`src/rtl/mem_pkg.sv`:
```
// Shared types for the data-memory access stage.
// Holds the access FSM encoding and the default abort timeout.
package mem_pkg;

   typedef enum logic [1:0] {
      IDLE,
      REQ,
      WAIT
   } state_t;

   localparam int TIMEOUT_DEFAULT = 255;

endpackage

```
`src/rtl/mem_store_fwd.sv`:
```
// Store-data bypass from the write-back stage.
// A pending write-back to rs2 overrides the stale register-file value.
module mem_store_fwd (
   input  logic [4:0]  wb_rd,
   input  logic        wb_regs_write,
   input  logic [31:0] wb_data,
   input  logic [4:0]  me_rs2,
   input  logic [31:0] me_regs_data2,
   output logic [31:0] store_data
);

   logic hit;

   assign hit = wb_regs_write && (wb_rd != 5'd0) && (wb_rd == me_rs2);
   assign store_data = hit ? wb_data : me_regs_data2;

endmodule

```
`src/rtl/mem_access_stage.sv`:
```
// MEM stage: launches data-memory accesses, waits for gnt/rvalid,
// stalls upstream while busy and aborts accesses that hang too long.
module mem_access_stage
   import mem_pkg::*;
#(
   parameter int TIMEOUT_CYCLES = TIMEOUT_DEFAULT
) (
   input  logic        clk,
   input  logic        rst,
   input  logic [31:0] me_alu_o,
   input  logic [31:0] me_regs_data2,
   input  logic [4:0]  me_rs2,
   input  logic [4:0]  me_rd,
   input  logic        me_mem_read,
   input  logic        me_mem_write,
   input  logic        me_mem2reg,
   input  logic        me_regs_write,
   input  logic [4:0]  wb_rd,
   input  logic        wb_regs_write,
   input  logic [31:0] wb_data,
   output logic        dmem_req,
   output logic        dmem_we,
   output logic [31:0] dmem_addr,
   output logic [31:0] dmem_wdata,
   input  logic        dmem_gnt,
   input  logic        dmem_rvalid,
   input  logic [31:0] dmem_rdata,
   output logic [31:0] mw_data,
   output logic [4:0]  mw_rd,
   output logic        mw_regs_write,
   output logic        mem_stall,
   output logic        misalign_o,
   output logic        bus_err_o
);

   localparam int CW = $clog2(TIMEOUT_CYCLES + 1);

   state_t        state, state_nxt;
   logic [CW-1:0] cnt;
   logic [31:0]   cap_addr, cap_wdata;
   logic          cap_we;
   logic [31:0]   store_data;
   logic          mem_op, aligned, timeout, launch;

   assign mem_op  = me_mem_read | me_mem_write;
   assign aligned = (me_alu_o[1:0] == 2'b00);
   assign timeout = (cnt == CW'(TIMEOUT_CYCLES));

   mem_store_fwd u_fwd (
      .wb_rd         (wb_rd),
      .wb_regs_write (wb_regs_write),
      .wb_data       (wb_data),
      .me_rs2        (me_rs2),
      .me_regs_data2 (me_regs_data2),
      .store_data    (store_data)
   );

   always_comb begin
      state_nxt     = state;
      launch        = 1'b0;
      dmem_req      = 1'b0;
      dmem_we       = cap_we;
      dmem_addr     = cap_addr;
      dmem_wdata    = cap_wdata;
      mw_data       = me_alu_o;
      mw_rd         = me_rd;
      mw_regs_write = me_regs_write;
      mem_stall     = 1'b0;
      misalign_o    = 1'b0;
      bus_err_o     = 1'b0;
      unique case (state)
         IDLE: begin
            dmem_we    = me_mem_write;
            dmem_addr  = me_alu_o;
            dmem_wdata = store_data;
            if (mem_op && !aligned) begin
               misalign_o    = 1'b1;
               mw_regs_write = 1'b0;
            end else if (mem_op) begin
               dmem_req = 1'b1;
               launch   = 1'b1;
               if (!dmem_gnt) begin
                  state_nxt     = REQ;
                  mem_stall     = 1'b1;
                  mw_regs_write = 1'b0;
               end else if (!me_mem_write) begin
                  state_nxt     = WAIT;
                  mem_stall     = 1'b1;
                  mw_regs_write = 1'b0;
               end
            end
         end
         REQ: begin
            if (timeout) begin
               bus_err_o     = 1'b1;
               mw_regs_write = 1'b0;
               state_nxt     = IDLE;
            end else begin
               dmem_req = 1'b1;
               if (!dmem_gnt || !cap_we) begin
                  mem_stall     = 1'b1;
                  mw_regs_write = 1'b0;
                  if (dmem_gnt) state_nxt = WAIT;
               end else begin
                  state_nxt = IDLE;
               end
            end
         end
         WAIT: begin
            if (timeout) begin
               bus_err_o     = 1'b1;
               mw_regs_write = 1'b0;
               state_nxt     = IDLE;
            end else if (dmem_rvalid) begin
               mw_data   = me_mem2reg ? dmem_rdata : me_alu_o;
               state_nxt = IDLE;
            end else begin
               mem_stall     = 1'b1;
               mw_regs_write = 1'b0;
            end
         end
         default: state_nxt = IDLE;
      endcase
      // Reset must silence the bus and write-back without waiting for a clock.
      if (rst) begin
         state_nxt     = IDLE;
         launch        = 1'b0;
         dmem_req      = 1'b0;
         dmem_we       = 1'b0;
         dmem_addr     = '0;
         dmem_wdata    = '0;
         mw_regs_write = 1'b0;
         mem_stall     = 1'b0;
         misalign_o    = 1'b0;
         bus_err_o     = 1'b0;
      end
   end

   always_ff @(posedge clk or posedge rst) begin
      if (rst) begin
         state     <= IDLE;
         cnt       <= '0;
         cap_addr  <= '0;
         cap_wdata <= '0;
         cap_we    <= 1'b0;
      end else begin
         state <= state_nxt;
         if (state_nxt == state && state != IDLE) cnt <= cnt + 1'b1;
         else                                       cnt <= '0;
         if (launch) begin
            cap_addr  <= me_alu_o;
            cap_wdata <= store_data;
            cap_we    <= me_mem_write;
         end
      end
   end

endmodule
```
`config.mk`:
```
export PLATFORM = sky130hd
export DESIGN_NAME = mem_access_stage
export DESIGN_NICKNAME = d
export VERILOG_FILES = /design/src/rtl/mem_pkg.sv /design/src/rtl/mem_store_fwd.sv /design/src/rtl/mem_access_stage.sv
export SDC_FILE = /design/constraint.sdc
export NUM_CORES = 1
export LEC_CHECK = 0
export CAP_MARGIN = 30
export CORE_UTILIZATION = 41
export CTS_CLUSTER_SIZE = 24
export DETAILED_ROUTE_END_ITERATION = 12
export HOLD_SLACK_MARGIN = 0.15
export PLACE_DENSITY = 0.9
export RECOVER_POWER = 25
export SETUP_SLACK_MARGIN = 0.3
export SYNTH_ARGS = -nofsm -noshare
export SYNTH_HDL_FRONTEND = slang
export SYNTH_SLANG_ARGS = --single-unit
```
`constraint.sdc`:
```
create_clock -name clk -period 3.9 [get_ports clk]
set_input_delay 0.78 -clock clk [delete_from_list [all_inputs] [get_ports clk]]
set_output_delay 0.78 -clock clk [all_outputs]
set_load 0.01 [all_outputs]
```
==> impl_results.md, run 1 <==
* Max H-tree Level at 3
* Port bufs at between 200 and 250
* Max cap viols at 0
* Max VDD drop at between 0.0002 and 0.00025 V
* CP required at about 3100 ps
* Core area at 12570 sq um
* CP max stage delay at between 500 and 600 ps
* GPL Wtd Cong at a little under 0.9
* Main synth FF type: dfrtp_1
* Mean Syn Cell Area at between 9 and 10 sq um
* Register area share after synthesis at 35.63%
* Die H at about 120 um
* DRT iter0 DRCs at 289
* RSZ-0062 raised after global routing: true
* Total grt overflow at 0
* Inserted Diodes at 0
* R2R depth at 7
* Max-slew violations at 0
* Area growth syn-to-layout at 65.46%
* Post-Synthesis Cells at 562
* Final Critical Period at about 3600 ps
* Reg2reg setup slack at approximately 1100 ps
* Post-synth EDFFs at 0
* Achievable Freq at ~270 MHz
* Clock latency on the worst-skew pair at 330 ps
* Worst hold slack at approximately 500 ps
* Startpoint Class: input pin
* Period utilization at between 90% and 100%
* TNS Setup at 0 ps
* Yosys cell types at 48
* DRT Wirelength at approximately 18000 um
* Final Non-Filler Cells at 995
* Hold Path Stages at 1
* Status: complete, no violations
* Sequential power share at around 37%
* CP Cell Sequence: clkdlybuf4s50_1 > xnor2_2 > nand3_2 > buf_12 > or4b_1 > a311oi_2 > clkdlybuf4s15_1
* Final hold vios at 0
* Post-DR vias/cell at 5.716
* Synthesized net count at ~720
* Crit path from: wb_rd[2]
* Layout cells sized above 1 at around a quarter
* Clock sinks at 75
* Final Setup Violations at 0
* Critical setup path kind: in -> out
* Pwr/cell area at between 300 and 400 nW/um^2
* Syn Std Cell Area at between 5000 and 6000 sq um
* Logic pwr share at between 30% and 40%
* CP max-delay cell: or4b_1
* Inst Count DP at 970
* Least-Margin Pin Slew at 1323 ps
* Largest net degree at the start of global routing at 98
* Overall Global Routing Usage at about 26%
* CTS tree: yes
* Ports at 259
* R2r startpoint: state[1]
* Vias at around 5700
* Synth Register Bits at 75
* Clock transition at path regs at 60 ps
* Chip Width at between 100 and 150 um
* Switching Power at roughly 840 uW
* Top post-synthesis cells by area: dfrtp_1 (36%), mux2_2 (13%), nor2_1 (7.4%), mux2i_1 (6.5%), a311oi_1 (5.5%)
* Root Driver: clkbuf_16
* Worst setup EP type: output pin
* Max clock buf depth at 2
* Synth area leader: dfrtp_1
* # hold bufs at CTS at 0
* Nets at around 980
* Worst r2r dst: cap_addr[28]
* Clock skew at 5.139 ps
* Crit. path cell count at 7
* Internal at just under 2 mW
* Initial antenna violation count at 0
* Critical path arrival at about 2900 ps
* DRC at 0
* Wirelength per Cell at 18.26 um
* Crit-path max FO at 35
* Static Leak at 3.659 nW
* Clk network pwr share at 30.2%
* DRT Pass-1 Iters at 4
* Critical Path Sink: dmem_wdata[10]
* CP Buf/Inv Count at 3
* Worst hold path class: reg -> reg
* Global-route wire length before repair at roughly 27000 um
* Initial Utilization at 41.91%
* Slew Limit Headroom at approximately an eighth
* Top-count cell post-synth: nor2_1
* Switch share at between 30% and 40%
* Asr flop ratio synth at between 90% and 100%
* Commonest cells in the netlist: nor2_1 (104), dfrtp_1 (75), mux2_2 (59)
* Die area at around 13000 sq um
* TritonCTS buffer count at 9
* Post-route antenna net violation count at 0
* Yosys warnings at 0
* Vias in the first global route at approximately 5500
* Row cnt at 41
* Dpl hpwl at between 10000 and 15000 um
* Share of the synthesized area in the top cell type at ~36%
* Crit path max-delay family: buffers and inverters
[cell usage in the layout (no fill, tap or decap), drive strengths merged, types with 3 or more instances in the layout]
master and n:
clkdlybuf4s50 209, nor2 104, dfrtp 75, buf 70, mux2 63, a31oi 35, mux2i 34, a311oi 33
o31ai 32, nand3 21, dlygate4sd2 17, or4b 17, and3 16, clkbuf 13, nor4 8, xnor2 8
nand2 6, inv 6, ha 5, nand4 4, clkinv 4, clkdlybuf4s15 4, o21ai 3, or2 3
[power groups by stage]
stage / combinational, mW / clock, mW / sequential [mW]
after global placement: 0.870 / 0 / 1.03
after CTS: 0.895 / 0.857 / 1.03
final: 0.920 / 0.847 / 1.03
after global routing: 0.989 / 0.882 / 1.05
after detailed placement: 0.892 / 0 / 1.04
after floorplan: 0.455 / 0 / 1.02
[flip-flops by register name, summed over array words and instances (netlist names)]
register / count
cap_wdata: 32
cnt: 8
cap_we: 1
state: 2
cap_addr: 32
[worst reg2reg max path, stage by stage, from the launching register on]
cell	delay [ps]
dfrtp_1	440
inv_1	170
ha_4	320
buf_12	290
nor4bb_4	330
buf_4	360
buf_16	310
mux2_2	450
[cell families (layout without fill, tap and decap cells)]
kind of cell | count (synthesis) | count (layout) | synth area share [%]
XOR/XNOR | 10 | 10 | 1.805
buffers and inverters | 68 | 329 | 6.105
flip-flops | 75 | 75 | 35.63
AND/OR/NAND/NOR | 191 | 191 | 18.79
AO/OA/AOI/OAI | 116 | 116 | 16.56
adder cells (fa/ha/maj) | 5 | 5 | 1.188
multiplexers | 97 | 97 | 19.93
[through the flow]
step | instance area (sq um) | util, % | power, mW | setup slack, ps
global placement | 8158 | 64.91 | 1.899 | -241.6
finish | 8716 | 69.35 | 2.800 | 252.1
floorplan | 5268 | - | 1.473 | 819.5
detailed placement | 8158 | 64.91 | 1.936 | -270.3
global route | 8716 | 69.35 | 2.925 | 189.5
CTS | 8554 | 68.06 | 2.783 | 216.9
[final cells by class]
cell class | instances | area, sq um
clock buffer | 9 | 225.2
clock inverter | 7 | 77.57
fill | 944 | 3852
inverter | 6 | 23.77
multi-input combinational | 419 | 3278
sequential | 75 | 1877
tap | 172 | 215.2
timing repair buffer | 307 | 3019
[metal layers]
layer,routed length [um],share of wire [%],global-route usage (%)
met4,537,3.0,13.25
met5,0,0,0
met3,1381,7.6,6.589
met1,7059,39,28.83
met2,9189,51,44.59
[what timing repair did]
action | in CTS | in global routing
endpoints found under the setup margin | 65 | 51
pin swaps | 13 | 10
cloned | 1 | 2
buffers inserted | 2 | 2
gates resized for setup | 107 | 26
[worst min path at each step]
stage	slack [ps]	end	startpoint
after floorplan	460	cap_addr[0]	cap_addr[0]
after global placement	480	cap_addr[0]	cap_addr[0]
after detailed placement	490	cnt[0]	cnt[0]
after CTS	500	cnt[0]	cnt[0]
after global routing	510	cap_addr[25]	cap_addr[25]
final	500	cnt[0]	cnt[0]
(Power assumes the default switching activity.)
==> inputs of run 2 (changes only) <==
--- a/config.mk
+++ b/config.mk
@@ -9,7 +9,8 @@
 export CORE_UTILIZATION = 41
 export CTS_CLUSTER_SIZE = 24
 export DETAILED_ROUTE_END_ITERATION = 12
-export HOLD_SLACK_MARGIN = 0.15
+export GPL_TIMING_DRIVEN = 0
+export HOLD_SLACK_MARGIN = 0.05
 export PLACE_DENSITY = 0.9
 export RECOVER_POWER = 25
 export SETUP_SLACK_MARGIN = 0.3
==> impl_results.md, run 2 (same netlist as run 1, synthesis figures left out) <==
* Status: complete, no violations
* Period utilization at 92.54% (-1.0 points)
* Crit path from: me_rs2[4]
* Final hold vios at 0 (unchanged)
* Startpoint Class: input pin
* Pwr/cell area at 327.7 nW/um^2 (+2.0%)
* Sequential power share at 35.9% (-1.0 points)
* DRC at 0 (unchanged)
* Layout cells sized above 1 at 25.62% (+1.9 points)
* RSZ-0062 raised after global routing: true
* Global-route wire length before repair at 28820 um (+8.0%)
* Final Non-Filler Cells at 1015 (+2.0%)
* Core area at 12570 sq um (unchanged)
* Inst Count DP at 986 (+1.6%)
* Critical path arrival at 2830 ps (-40 ps)
* Max cap viols at 0 (unchanged)
* CP max-delay cell: or4b_4
* Post-route antenna net violation count at 0 (unchanged)
* Crit path max-delay family: simple AND/OR/NAND/NOR gates
* TNS Setup at 0 ps (unchanged)
* Vias in the first global route at 5657 (+2.6%)
* CP max stage delay at 550 ps (about the same)
* CP Cell Sequence: dlygate4sd2_1 > or2_1 > o21a_4 > buf_6 > or4b_4 > a311oi_2 > clkdlybuf4s15_2
* Most common cell after layout, fill and taps aside: clkdlybuf4s50_1
* Internal at 1.997 mW (+2.1%)
* DRT Wirelength at 19640 um (+8.1%)
* Max H-tree Level at 3 (unchanged)
* Area of the multi-input gates at 3407 sq um (+3.9%)
* Max clock buf depth at 2 (unchanged)
* Wirelength per Cell at 19.35 um (+6.0%)
* TritonCTS buffer count at 9 (unchanged)
* GPL Wtd Cong at 0.8646 (-1.4%)
* Final Critical Period at 3609 ps (-39.00 ps)
* Final Setup Violations at 0 (unchanged)
* Dpl hpwl at 13740 um (+11%)
* Die H at 115.3 um (unchanged)
* Clock skew at 6.177 ps (+1.038 ps)
* Slew Limit Headroom at 15.03% (+3.2 points)
* Die area at 13300 sq um (unchanged)
* Total grt overflow at 0 (unchanged)
* DRT iter0 DRCs at 311 (+7.6%)
* Switching Power at 878.4 uW (+4.1%)
* Critical Path Sink: dmem_wdata[29]
* Nets at 995 (+2.1%)
* Crit-path max FO at 10 (-71%)
* R2r startpoint: state[1]
* Vias at 5896 (+3.7%)
* Clk network pwr share at 32.2% (+2.0 points)
* Inserted Diodes at 0 (unchanged)
* DP Area at 8025 sq um (-1.6%)
* Commonest cells after routing, fill and taps aside: clkdlybuf4s50_1 (195), nor2_1 (103), dfrtp_1 (74)
* Largest regs: cap_addr: 32 flops, cap_wdata: 32 flops, cnt: 8 flops
* Reg2reg setup slack at 1460 ps (+340 ps)
* Initial antenna violation count at 0 (unchanged)
* R2R depth at 6 (-1)
* Largest net degree at the start of global routing at 49 (-50%)
* Area growth syn-to-layout at 66.60%
* Clock sinks at 75 (unchanged)
* Switch share at 30.54% (+0.42 points)
* DRT Pass-1 Iters at 7 (+3)
* Final Cell Area at 8776 sq um (+0.69%)
* CTS tree: yes
* CP Buf/Inv Count at 3 (unchanged)
* Number of fill cells at 943 (-0.11%)
* Least-Margin Pin Slew at 1268 ps (-55.16 ps)
* Crit. path cell count at 7 (unchanged)
* Static Leak at 3.735 nW (+2.1%)
* Root Driver: clkbuf_16
* Logic pwr share at 32.0% (-0.9 points)
* Worst hold slack at 499.2 ps (-1.646 ps)
* Clock transition at path regs at 60 ps (about the same)
* Chip Width at 115.3 um (unchanged)
* Row cnt at 41 (unchanged)
* Max-slew violations at 0 (unchanged)
* Worst setup EP type: output pin
* Max VDD drop at 0.0002516 V (+9.1%)
* Worst hold path class: reg -> reg
* Clock latency on the worst-skew pair at 330 ps (about the same)
* Ports at 259 (unchanged)
* Port bufs at 251 (+1.2%)
* Worst r2r dst: cnt[5]
* Initial Utilization at 41.91% (unchanged)
* Post-DR vias/cell at 5.809 (+1.6%)
* Critical setup path kind: in -> out
* Register area at 1878 sq um (about the same)
* Hold Path Stages at 1 (unchanged)
* Achievable Freq at 277.1 MHz (+1.1%)
* Overall Global Routing Usage at 28.27% (+2.7 points)
* CP required at 3120 ps (about the same)
run 2: power by group through the flow:
| stage | clock [mW] | sequential, mW | combinational, mW |
|---|---|---|---|
| CTS | 0.929 | 1.03 | 0.895 |
| finish | 0.925 | 1.03 | 0.919 |
| global route | 0.966 | 1.05 | 0.986 |
| global placement | 0 | 1.03 | 0.849 |
| detailed placement | 0 | 1.04 | 0.875 |
| floorplan | 0 | 1.02 | 0.455 |
run 2: per-layer routing:
| layer | global-route usage, % | part of all wire (%) |
|---|---|---|
| met1 | 32.85 | 37 |
| met2 | 50.62 | 52 |
| met3 | 6.273 | 9.2 |
| met4 | 10.65 | 2.4 |
| met5 | 0 | 0 |
run 2: worst min-delay path by stage:
stage | from | to
floorplan | cap_addr[0] | cap_addr[0]
global placement | cap_addr[0] | cap_addr[0]
detailed placement | cap_addr[0] | cap_addr[0]
CTS | cap_addr[0] | cap_addr[0]
global route | cap_addr[18] | cap_addr[18]
finish | cap_addr[0] | cap_addr[0]
run 2: repair_timing:
action	CTS	global route
gates resized for setup	135	81
gates cloned	3	0
hold buffers	0	0
pin swaps	23	9
setup buffers	9	1
setup endpoints to repair	99	93
run 2: area by class of cell:
class | count | area share [%]
inverter | 6 | 0.2709
clock buffer | 9 | 2.566
multi-input combinational | 419 | 38.82
timing repair buffer | 265 | 29.07
sequential | 75 | 21.40
tap | 172 | 2.452
buffer | 62 | 4.291
clock inverter | 7 | 1.126
run 2: per-stage QoR:
stage	setup slack (ps)	util, %	power (mW)
2_1_floorplan	819.5	-	1.473
3_3_place_gp	-480.6	63.61	1.877
3_5_place_dp	-495.2	63.85	1.914
4_1_cts	287.1	68.76	2.851
5_1_grt	224.6	69.83	3.003
6_report	291.1	69.83	2.876
==> inputs of run 3 (changes only) <==
--- a/config.mk
+++ b/config.mk
@@ -6,6 +6,7 @@
 export NUM_CORES = 1
 export LEC_CHECK = 0
 export CAP_MARGIN = 30
+export CORE_MARGIN = 4
 export CORE_UTILIZATION = 41
 export CTS_CLUSTER_SIZE = 24
 export DETAILED_ROUTE_END_ITERATION = 12
==> impl_results.md, run 3 (same netlist as run 1, synthesis figures left out) <==
* Status: complete, no violations
* Vias at 5852 (-0.75%)
* Port bufs at 251 (unchanged)
* Largest regs: cap_addr: 32 flops, cap_wdata: 32 flops, cnt: 8 flops
* Ports at 259 (unchanged)
* Inserted Diodes at 0 (unchanged)
* DRT iter0 DRCs at 394 (+27%)
* Final Critical Period at 3565 ps (-43.98 ps)
* Startpoint Class: input pin
* Final hold vios at 0 (unchanged)
* Area of the multi-input gates at 3451 sq um (+1.3%)
* Row cnt at 41 (unchanged)
* Least-Margin Pin Slew at 1371 ps (+103.6 ps)
* Root Driver: clkbuf_16
* Clock latency on the worst-skew pair at 330 ps (about the same)
* Pwr/cell area at 317.9 nW/um^2 (-3.0%)
* Chip Width at 121.3 um (+5.2%)
* Worst hold slack at 506.1 ps (+6.838 ps)
* Dpl hpwl at 14710 um (+7.1%)
* Die area at 14720 sq um (+11%)
* Total grt overflow at 0 (unchanged)
* DRT Wirelength at 20330 um (+3.5%)
* Area growth syn-to-layout at 69.10%
* Max-slew violations at 0 (unchanged)
* Critical path arrival at 2780 ps (-50 ps)
* Crit-path max FO at 10 (unchanged)
* DP Area at 8025 sq um (unchanged)
* Max cap viols at 0 (unchanged)
* RSZ-0062 raised after global routing: true
* Critical setup path kind: in -> out
* # hold bufs at CTS at 0 (unchanged)
* Initial Utilization at 41.74% (-0.17 points)
* CP max stage delay at 380 ps (-170 ps)
* Clock transition at path regs at 60 ps (about the same)
* Vias in the first global route at 5928 (+4.8%)
* PnR worst setup slack at 335.1 ps (+43.98 ps)
* Wirelength per Cell at 20.03 um (+3.5%)
* DRT Pass-1 Iters at 5 (-2)
* Fin util at 70.58% (+0.76 points)
* Max clock buf depth at 2 (unchanged)
* TritonCTS buffer count at 9 (unchanged)
* Max H-tree Level at 3 (unchanged)
* Period utilization at 91.41% (-1.1 points)
* Worst hold path class: reg -> reg
* Register area at 1877 sq um (about the same)
* Overall Global Routing Usage at 25.65% (-2.6 points)
* CP max-delay cell: nor4_4
* Largest net degree at the start of global routing at 56 (+14%)
* Clock sinks at 75 (unchanged)
* TNS Setup at 0 ps (unchanged)
* Max VDD drop at 0.0001988 V (-21%)
* Global-route wire length before repair at 30220 um (+4.8%)
* Tot Pwr at 2.831 mW (-1.6%)
* Nets at 995 (unchanged)
* Post-DR vias/cell at 5.766 (-0.75%)
* CTS tree: yes
* Number of fill cells at 937 (-0.64%)
* Inst Count DP at 986 (unchanged)
* CP Cell Sequence: dlygate4sd2_1 > nor4_4 > o21a_4 > buf_6 > buf_6 > o31ai_2 > a311oi_1 > dlygate4sd2_1
* Final Setup Violations at 0 (unchanged)
* CP required at 3120 ps (about the same)
* Slew Limit Headroom at 8.588% (-6.4 points)
* Final Non-Filler Cells at 1015 (unchanged)
* Commonest cells after routing, fill and taps aside: clkdlybuf4s50_1 (175), nor2_1 (103), dfrtp_1 (75)
* Worst setup EP type: output pin
* Clock skew at 5.249 ps (-0.9281 ps)
* Final Cell Area at 8907 sq um (+1.5%)
* Post-route antenna net violation count at 0 (unchanged)
* GPL Wtd Cong at 0.9131 (+5.6%)
* Static Leak at 3.990 nW (+6.9%)
* Most common cell after layout, fill and taps aside: clkdlybuf4s50_1
* Layout cells sized above 1 at 25.62% (unchanged)
* Die H at 121.3 um (+5.2%)
* Initial antenna violation count at 0 (unchanged)
* Achievable Freq at 280.5 MHz (+1.2%)
* Worst slack at placement at -529.2 ps (-33.99 ps)
* Core area at 12620 sq um (+0.41%)
* DRC at 0 (unchanged)
==> run 3: cell types whose count changed in the layout (fill, tap and decap cells not counted), sizes merged <==
cell	delta
bufinv	-1
clkbuf	-7
clkdlybuf4s15	-2
dlygate4sd2	-5
buf	+11
clkdlybuf4s50	-20
dlygate4sd1	+1
inv	-2
dlymetal6s2s	+25
==> run 3: critical path, delay by kind of cell <==
family / cells / cell delay, ps
AND/OR/NAND/NOR: 1 / 380
AO/OA/AOI/OAI: 3 / 640
buffers and inverters: 4 / 970
==> run 3: final timing paths <==
| kind | start | endpoint | slack (ps) | cells past startpoint |
|---|---|---|---|---|
| setup reg to reg | state[1] | cnt[2] | 1460 | 6 |
| min in group asynchronous | rst | cap_addr[28] | 1190 | 3 |
| hold / removal | cap_addr[9] | cap_addr[9] | 510 | 1 |
| setup / recovery | me_rs2[1] | dmem_wdata[20] | 340 | 8 |
| max in group asynchronous | rst | cap_addr[3] | 920 | 4 |
| hold reg to reg | cap_addr[9] | cap_addr[9] | 510 | 1 |
==> run 3: area by class of cell <==
class,instances,area share [%]
Multi-Input combinational cell,419,38.74
Tap cell,172,2.416
Clock buffer,12,2.992
Clock inverter,4,0.5338
Buffer,62,4.650
Sequential cell,75,21.07
Timing Repair Buffer,265,29.33
Inverter,6,0.2669
==> run 3: metal layers <==
metal,GRT usage [%],up-vias,share of wire (%)
li1,-,2678,-
met1,28.62,2780,36
met2,46.36,332,51
met3,7.319,62,9.4
met4,9.034,0,3.6
met5,0,-,0
==> run 3: what timing repair did <==
item | 4_1_cts | 5_1_grt
setup buffers | 8 | 3
resized for setup | 166 | 98
pin swaps | 12 | 12
gates cloned | 1 | 1
endpoints found under the setup margin | 99 | 74
==> run 3: where the power goes <==
| part | total (mW) | internal [mW] | switching (mW) |
|---|---|---|---|
| sequential | 1.03 | 0.942 | 0.0899 |
| combinational | 0.936 | 0.497 | 0.439 |
| clock | 0.864 | 0.546 | 0.318 |
| total | 2.83 | 1.98 | 0.847 |
